<file path="src/rtl/pipe_pkg.sv">
// Shared pipeline definitions: opcodes, ALU op codes and the decode control bundle.
package pipe_pkg;

    localparam logic [5:0] OP_RTYPE = 6'b000000;
    localparam logic [5:0] OP_LW    = 6'b100011;
    localparam logic [5:0] OP_SW    = 6'b101011;
    localparam logic [5:0] OP_BEQ   = 6'b000100;
    localparam logic [5:0] OP_J     = 6'b000010;

    localparam logic [1:0] ALU_ADD   = 2'b00;
    localparam logic [1:0] ALU_SUB   = 2'b01;
    localparam logic [1:0] ALU_FUNCT = 2'b10;

    typedef struct packed {
        logic       regDst;
        logic       branch;
        logic       memRead;
        logic       memToReg;
        logic [1:0] aluOp;
        logic       memWrite;
        logic       aluSrc;
        logic       regWrite;
        logic       jump;
    } ctrl_t;

    localparam ctrl_t CTRL_BUBBLE = '0;

    // An if() on an unknown condition takes the else branch, so X resolves to 0.
    function automatic logic toBit(input logic b);
        if (b) return 1'b1;
        else   return 1'b0;
    endfunction

    // Decode leaves don't-care controls undriven; make the captured bundle clean.
    function automatic ctrl_t sanitize(input ctrl_t raw);
        ctrl_t c;
        c.regWrite = toBit(raw.regWrite);
        c.jump     = toBit(raw.jump);
        c.regDst   = toBit(raw.regDst)   & c.regWrite;
        c.memToReg = toBit(raw.memToReg) & c.regWrite;
        c.aluSrc   = toBit(raw.aluSrc)   & ~c.jump;
        c.branch   = toBit(raw.branch);
        c.memRead  = toBit(raw.memRead);
        c.memWrite = toBit(raw.memWrite);
        c.aluOp    = {toBit(raw.aluOp[1]), toBit(raw.aluOp[0])};
        return c;
    endfunction

endpackage

</file>
<file path="src/rtl/id_ex_stage_load_use_detect.sv">
// Load-use hazard check of the instruction in EX against the one in decode.
module load_use_detect
    import pipe_pkg::*;
#(
    parameter int REG_ADDR_W = 5
) (
    input  logic                  exMemRead,
    input  logic                  exValid,
    input  logic [REG_ADDR_W-1:0] exRt,
    input  logic [REG_ADDR_W-1:0] idRs,
    input  logic [REG_ADDR_W-1:0] idRt,
    input  logic                  flush,
    output logic                  hazard,
    output logic                  stall
);

    assign hazard = exMemRead & exValid & (exRt != '0) & ((exRt == idRs) | (exRt == idRt));
    // A wrong-path consumer is squashed anyway, so no need to hold upstream.
    assign stall  = hazard & ~flush;

endmodule

</file>
<file path="src/rtl/id_ex_stage.sv">
// ID/EX pipeline register with load-use stall generation and bubble insertion.
module id_ex_stage
    import pipe_pkg::*;
#(
    parameter int DATA_W     = 32,
    parameter int REG_ADDR_W = 5,
    parameter int CNT_W      = 16
) (
    input  logic                  clk,
    input  logic                  rst,
    input  logic                  reg_dst_i,
    input  logic                  branch_i,
    input  logic                  mem_read_i,
    input  logic                  mem_to_reg_i,
    input  logic [1:0]            alu_op_i,
    input  logic                  mem_write_i,
    input  logic                  alu_src_i,
    input  logic                  reg_write_i,
    input  logic                  jump_i,
    input  logic [DATA_W-1:0]     pc_plus4_i,
    input  logic [DATA_W-1:0]     rd_data1_i,
    input  logic [DATA_W-1:0]     rd_data2_i,
    input  logic [DATA_W-1:0]     imm_i,
    input  logic [REG_ADDR_W-1:0] rs_i,
    input  logic [REG_ADDR_W-1:0] rt_i,
    input  logic [REG_ADDR_W-1:0] rd_i,
    input  logic [5:0]            funct_i,
    input  logic                  flush_i,
    output logic                  stall_o,
    output logic                  reg_dst_o,
    output logic                  branch_o,
    output logic                  mem_read_o,
    output logic                  mem_to_reg_o,
    output logic [1:0]            alu_op_o,
    output logic                  mem_write_o,
    output logic                  alu_src_o,
    output logic                  reg_write_o,
    output logic                  jump_o,
    output logic [DATA_W-1:0]     pc_plus4_o,
    output logic [DATA_W-1:0]     rd_data1_o,
    output logic [DATA_W-1:0]     rd_data2_o,
    output logic [DATA_W-1:0]     imm_o,
    output logic [REG_ADDR_W-1:0] rs_o,
    output logic [REG_ADDR_W-1:0] rt_o,
    output logic [REG_ADDR_W-1:0] rd_o,
    output logic [5:0]            funct_o,
    output logic                  valid_o,
    output logic [CNT_W-1:0]      bubble_cnt_o
);

    ctrl_t            ctrlQ;
    ctrl_t            ctrlIn;
    logic             hazard;
    logic             stallRaw;
    logic             bubble;
    logic [CNT_W-1:0] bubbleCnt;

    load_use_detect #(.REG_ADDR_W(REG_ADDR_W)) uHazard (
        .exMemRead (ctrlQ.memRead),
        .exValid   (valid_o),
        .exRt      (rt_o),
        .idRs      (rs_i),
        .idRt      (rt_i),
        .flush     (flush_i),
        .hazard    (hazard),
        .stall     (stallRaw)
    );

    assign stall_o = stallRaw & ~rst;
    assign bubble  = flush_i | hazard;

    assign ctrlIn = sanitize('{regDst:   reg_dst_i,
                               branch:   branch_i,
                               memRead:  mem_read_i,
                               memToReg: mem_to_reg_i,
                               aluOp:    alu_op_i,
                               memWrite: mem_write_i,
                               aluSrc:   alu_src_i,
                               regWrite: reg_write_i,
                               jump:     jump_i});

    always_ff @(posedge clk) begin
        if (rst) begin
            ctrlQ      <= CTRL_BUBBLE;
            valid_o    <= 1'b0;
            bubbleCnt  <= '0;
            pc_plus4_o <= '0;
            rd_data1_o <= '0;
            rd_data2_o <= '0;
            imm_o      <= '0;
            rs_o       <= '0;
            rt_o       <= '0;
            rd_o       <= '0;
            funct_o    <= '0;
        end else begin
            // Data and specifiers load even on a bubble; valid_o masks them.
            pc_plus4_o <= pc_plus4_i;
            rd_data1_o <= rd_data1_i;
            rd_data2_o <= rd_data2_i;
            imm_o      <= imm_i;
            rs_o       <= rs_i;
            rt_o       <= rt_i;
            rd_o       <= rd_i;
            funct_o    <= funct_i;
            if (bubble) begin
                ctrlQ   <= CTRL_BUBBLE;
                valid_o <= 1'b0;
                if (bubbleCnt != '1)
                    bubbleCnt <= bubbleCnt + CNT_W'(1);
            end else begin
                ctrlQ   <= ctrlIn;
                valid_o <= 1'b1;
            end
        end
    end

    assign reg_dst_o    = ctrlQ.regDst;
    assign branch_o     = ctrlQ.branch;
    assign mem_read_o   = ctrlQ.memRead;
    assign mem_to_reg_o = ctrlQ.memToReg;
    assign alu_op_o     = ctrlQ.aluOp;
    assign mem_write_o  = ctrlQ.memWrite;
    assign alu_src_o    = ctrlQ.aluSrc;
    assign reg_write_o  = ctrlQ.regWrite;
    assign jump_o       = ctrlQ.jump;
    assign bubble_cnt_o = bubbleCnt;

endmodule

</file>
<file path="config.mk">
export PLATFORM = sky130hd
export DESIGN_NAME = id_ex_stage
export DESIGN_NICKNAME = d
export VERILOG_FILES = /design/src/rtl/pipe_pkg.sv /design/src/rtl/id_ex_stage_load_use_detect.sv /design/src/rtl/id_ex_stage.sv
export SDC_FILE = /design/constraint.sdc
export NUM_CORES = 1
export LEC_CHECK = 0
export BUFFER_PORTS_ARGS = -buffer_cell sky130_fd_sc_hd__buf_2
export CORE_ASPECT_RATIO = 0.6
export CORE_UTILIZATION = 30
export DETAILED_ROUTE_END_ITERATION = 10
export SLEW_MARGIN = 20
export SYNTH_ARGS = -nofsm -noshare
export SYNTH_HDL_FRONTEND = slang
export SYNTH_SLANG_ARGS = --single-unit
export TNS_END_PERCENT = 1
</file>
<file path="constraint.sdc">
create_clock -name clk -period 3.2 [get_ports clk]
set_input_delay 0.64 -clock clk [delete_from_list [all_inputs] [get_ports clk]]
set_output_delay 0.64 -clock clk [all_outputs]
set_load 0.1 [all_outputs]
</file>
After elaboration in Yosys (flattened, before gate mapping):

Cells that the tools add are included.
Widths: inputs -> output; s select.

* bits in registers: 176
* bits of input ports: 162
* output and inout bits: 177

* $add $sub $neg: 1
* equality and inequality tests: 3
* mux-type cells: 11
* bitwise logic cells: 13
* reduce and logical (&&, ||, !) cells: 3

Operator list (count)
* $add 16x1->16 const B: 1
* $ne 16x16->1 const B: 1
* $mux 1: 11
* $eq 5x5->1: 2
* $and 1x1->1: 8
* $reduce_bool 5->1: 1
* $not 1->1: 3
* $or 1x1->1: 2
* $reduce_and 2->1: 1
* $reduce_or 2->1: 1

Logic depth before layout (Yosys ltp):

* depth after elaboration: 5
* mapped depth: 8
* mapped depth without buffers: 6

Cells and area by module:

Synthesis repeated with hierarchy kept, for this count alone.

* cell total of the unflattened synthesis: 461
* area total of the unflattened synthesis: 5418.9 µm²

By module, submodules not included
* id_ex_stage: times used 1, cells each 441, area an instance 5268.8 µm²
* load_use_detect: times used 1, cells each 20, area an instance 150.1 µm²

Worst setup path after synthesis:

No wires, ideal clock.

* kind: reg-to-output
* start point: register rt_o[4]
* end point: output stall_o
* data arrival time: 3653 ps
* data required time: 2560 ps
* slack: -1093 ps
* cell stages (with the launch flop): 6
* buffers on the path: 0
* cell sequence: dfxtp_1 -> xnor2_1 -> nand3_1 -> o22ai_2 -> nand2_1 -> nor3_1

* longest elaborated chain between the ends: 5

Ends and longest elaborated chain
* from (decl): RTL line id_ex_stage.sv:44 `output logic [REG_ADDR_W-1:0] rt_o,`
* from (signal assigned): RTL line id_ex_stage.sv:102 `rt_o <= rt_i;`
* $eq 5x5->1 or $reduce_bool 5->1 (tied branches): RTL line id_ex_stage_load_use_detect.sv:17 `assign hazard = exMemRead & exValid & (exRt != '0) & ((exRt == idRs) | (exRt == idRt));`
* $or 1x1->1 or $and 1x1->1 (tied branches): RTL line id_ex_stage_load_use_detect.sv:17
* $and 1x1->1 *: RTL line id_ex_stage_load_use_detect.sv:17
* $and 1x1->1 *: RTL line id_ex_stage_load_use_detect.sv:19 `assign stall = hazard & ~flush;`
* $and 1x1->1 *: RTL line id_ex_stage.sv:69 `assign stall_o = stallRaw & ~rst;`
* to (decl): RTL line id_ex_stage.sv:29 `output logic stall_o,`

Every way passes the cells marked *; elsewhere a longest branch is shown, timed or not.

Final worst setup path:

Ends and elaborated chain as after synthesis.

==> results.md <==
* Largest net degree at the start of global routing at slightly below 70
* CP Capture Type: output pin
* Final period util at a little over four fifths
* Post-synthesis cell count at about 460
* DIE WIDTH at 174 um
* Maximum vdd ir drop at 0.278 mV
* Internal cell power at around 3.6 mW
* Synth Warn # at 0
* Post-synth EDFFs at 0
* Layout cells sized above 1 at 47.6%
* Clock Power Share at between 30% and 40%
* Post-synthesis sequential area ratio at about two thirds
* Mapped cell area at about 0.0053 sq mm
* Post-synthesis cell type count at 38
* Fmax at 0.370 GHz
* Final ANT Viol Nets at 0
* Buffers added on ports at 338
* CTS root buf: clkbuf_16
* Drt pass-1 iters at 4
* Setup Fix Bufs, Post-CTS at 0
* Switch Pwr at 1.90 mW
* Via density at 4.07
* Worst EP arrival at 2.06 ns
* Clk slew on worst S/H paths at 0.07 ns
* CP Buf/Inv Count at 1
* Worst R2R Path Depth at 4
* Slew @ Worst Pin at around 1.1 ns
* Finished Layout Cells at 1038
* Reg2Reg Launch Point: rt_o[1]$_SDFF_PP0_
* Hold Path Cell Cnt at 2
* Synth Flop Type: dfxtp_1
* Core ar. at about 0.017 sq mm
* Sw frac at around a third
* Syn Area/Cell at around 12 sq um
* Slowest cell delay on critical path at 0.44 ns
* Die footprint at about 0.018 sq mm
* Row cnt at 37
* Initial core utilization at between 30% and 40%
* Crit path max-delay family: flip-flops
* Setup-failing EPs final at 0
* PostCTS Resize Cnt at 0
* Reg2reg end: alu_src_o$_SDFF_PP0_
* Hold Crit Start: branch_i
* # nets final at approximately 950
* Setup TNS at 0 ns
* WL/cell at around 14 um
* Vias at between 4k and 5k
* Unrepaired setup endpoints after global routing: no
* Slew Viols, Final at 0
* Fillers at approximately 1.7k
* Number of global-route vias before repair at about 4k
* CTS tree: built
* Max_slew headroom at between 20% and 30%
* Gpl congestion at 0.770
* CTS max path bufs at 2
* Flop-to-flop setup slack at 0.88 ns
* Async SR Flop Fraction at 0%
* Synthesized Nets at approximately 600
* Worst Hold Endpoint: branch_o$_SDFF_PP0_
* Status: finished, final reports clean
* P per Cell Area at 705 mW/mm^2
* HPWL after DPL at roughly 11000 um
* All-layer global routing usage at 15.2%
* Drt drc at 0
* # IOs at 339
* Sink Count at about 180
* Grt total ovfl at 0
* Share of power burned in combinational logic at between 20% and 30%
* Clock latency at the later pin of the worst-skew pair at approximately 0.41 ns
* Final min period at approximately 2.7 ns
* Worst Path Required at 2.56 ns
* Syn-to-layout area delta at 46.8%
* Yosys reg bits at roughly 180
* Critical path peak fanout at 4
* Initial DRC count at between 150 and 200
* Setup CP Type: register to output pin
* Die Span Y at between 100 and 150 um
* First-pass GRT wire length at between 20000 and 25000 um
* CTS buffer count at 17
* Critical Path, Cell by Cell: xnor2_1 -> nand3_1 -> o22ai_2 -> nand2_1 -> nor3_4 -> buf_2
* Startpoint Class: register
* HP Class: input port to register
* CP max-delay cell: dfxtp_1
* Post-route clock skew at 0.00993 ns
* Placed cell count at approximately 1.0k
* Max cap viols at 0
* Hold_buf cts at 0
* Sequential power share at a little over two fifths
* Final hold viol count at 0
* Leak at roughly 3.8 nW
* Initial antenna violation count at 1
* CTS H-tree depth at 4
* DRT Wirelength at approximately 14000 um
## cell usage after synthesis, types with 2 or more instances
library cell	n	area share [%]
a21oi_1	12	1.1
and2_1	7	0.82
and3_1	3	0.35
and4_1	2	0.33
buf_4	2	0.28
buf_6	3	0.63
clkbuf_1	18	1.3
dfxtp_1	176	66
inv_1	3	0.21
nand2_1	10	0.70
nand3_1	7	0.66
nand4_1	3	0.35
nor2_1	2	0.14
nor2b_1	150	18
nor3_1	2	0.19
o21a_1	2	0.28
o31ai_1	11	1.5
or3_1	3	0.35
or4_1	11	1.5
xnor2_1	10	1.6
## cells in the final DEF (no fill, tap or decap), types with 2 or more instances in the layout
cell / Yosys / final
clkinv_8: 0 / 3
inv_1: 3 / 3
and2_1: 7 / 7
nor2b_1: 150 / 150
a21oi_1: 12 / 12
inv_8: 0 / 2
nand3_1: 7 / 7
o31ai_1: 11 / 11
or3_1: 3 / 3
and3_1: 3 / 3
buf_4: 2 / 3
nand2_1: 10 / 10
and4_1: 2 / 2
dfxtp_1: 176 / 176
clkinv_4: 0 / 3
inv_6: 0 / 4
or4_1: 11 / 11
nand4_1: 3 / 3
o21a_1: 2 / 2
buf_2: 1 / 337
nor2_1: 2 / 2
xnor2_1: 10 / 10
clkbuf_16: 0 / 17
## layer usage
layer / GRT usage, % / part of all wire, %
met5: 0 / 0
met4: 4.39 / 0.88
met3: 6.06 / 8.4
met2: 25.8 / 48
met1: 17.7 / 43
## worst max-delay path by stage
stage	start	end	depth (start not counted)
after floorplan	rt_o[4]$_SDFF_PP0_	stall_o	5
after global placement	rs_i[4]	stall_o	7
after detailed placement	rs_i[2]	stall_o	7
after CTS	rt_o[4]$_SDFF_PP0_	stall_o	6
after global routing	rt_o[2]$_SDFF_PP0_	stall_o	6
final	rt_o[4]$_SDFF_PP0_	stall_o	6
## power groups by stage
stage | clock (mW) | sequential [mW] | combinational (mW)
after global routing | 2.25 | 2.34 | 1.16
after global placement | 0 | 2.38 | 1.13
after detailed placement | 0 | 2.38 | 1.13
after CTS | 2.14 | 2.33 | 1.14
final | 2.06 | 2.33 | 1.13
after floorplan | 0 | 3.16 | 0.123
## logic make-up after synthesis
logic type      Yosys count  share of synthesized area [%]
compound gates           33                           4.65
xor+xnor                 10                           1.64
fa+ha+maj                 1                          0.235
buf+inv                  27                           2.49
flops                   176                           66.1
mux                       1                          0.282
simple gates            207                           24.6
## registers in the layout, indices dropped and copies added (netlist names), 2 cells and up
signal	cells
rd_data1_o	32
alu_op_o	2
pc_plus4_o	32
rd_o	5
rt_o	5
imm_o	32
funct_o	6
rs_o	5
bubble_cnt_o	16
rd_data2_o	32
## cell type report
class	count	area [sq um]	share of cell area, %
Timing Repair Buffer	340	1710	21.8
Inverter	3	11.3	0.144
Tap cell	234	293	3.74
Clock inverter	15	175	2.24
Antenna cell	1	2.50	0.0320
Sequential cell	176	3520	45.0
Multi-Input combinational cell	252	1680	21.5
Clock buffer	17	425	5.44
## through the flow
step	hold slack [ns]	total power, mW	setup slack [ns]	utilization (%)	cell area (sq um)
after detailed placement	0.486	3.51	0.578	41.8	7220
after global routing	0.408	5.75	0.362	45.3	7820
final	0.431	5.52	0.497	45.3	7820
after global placement	0.488	3.51	0.578	41.8	7220
after floorplan	0.762	3.28	0.141	-	5340
after CTS	0.408	5.60	0.474	45.3	7820
Note: power is estimated with default switching activity, not from simulation.
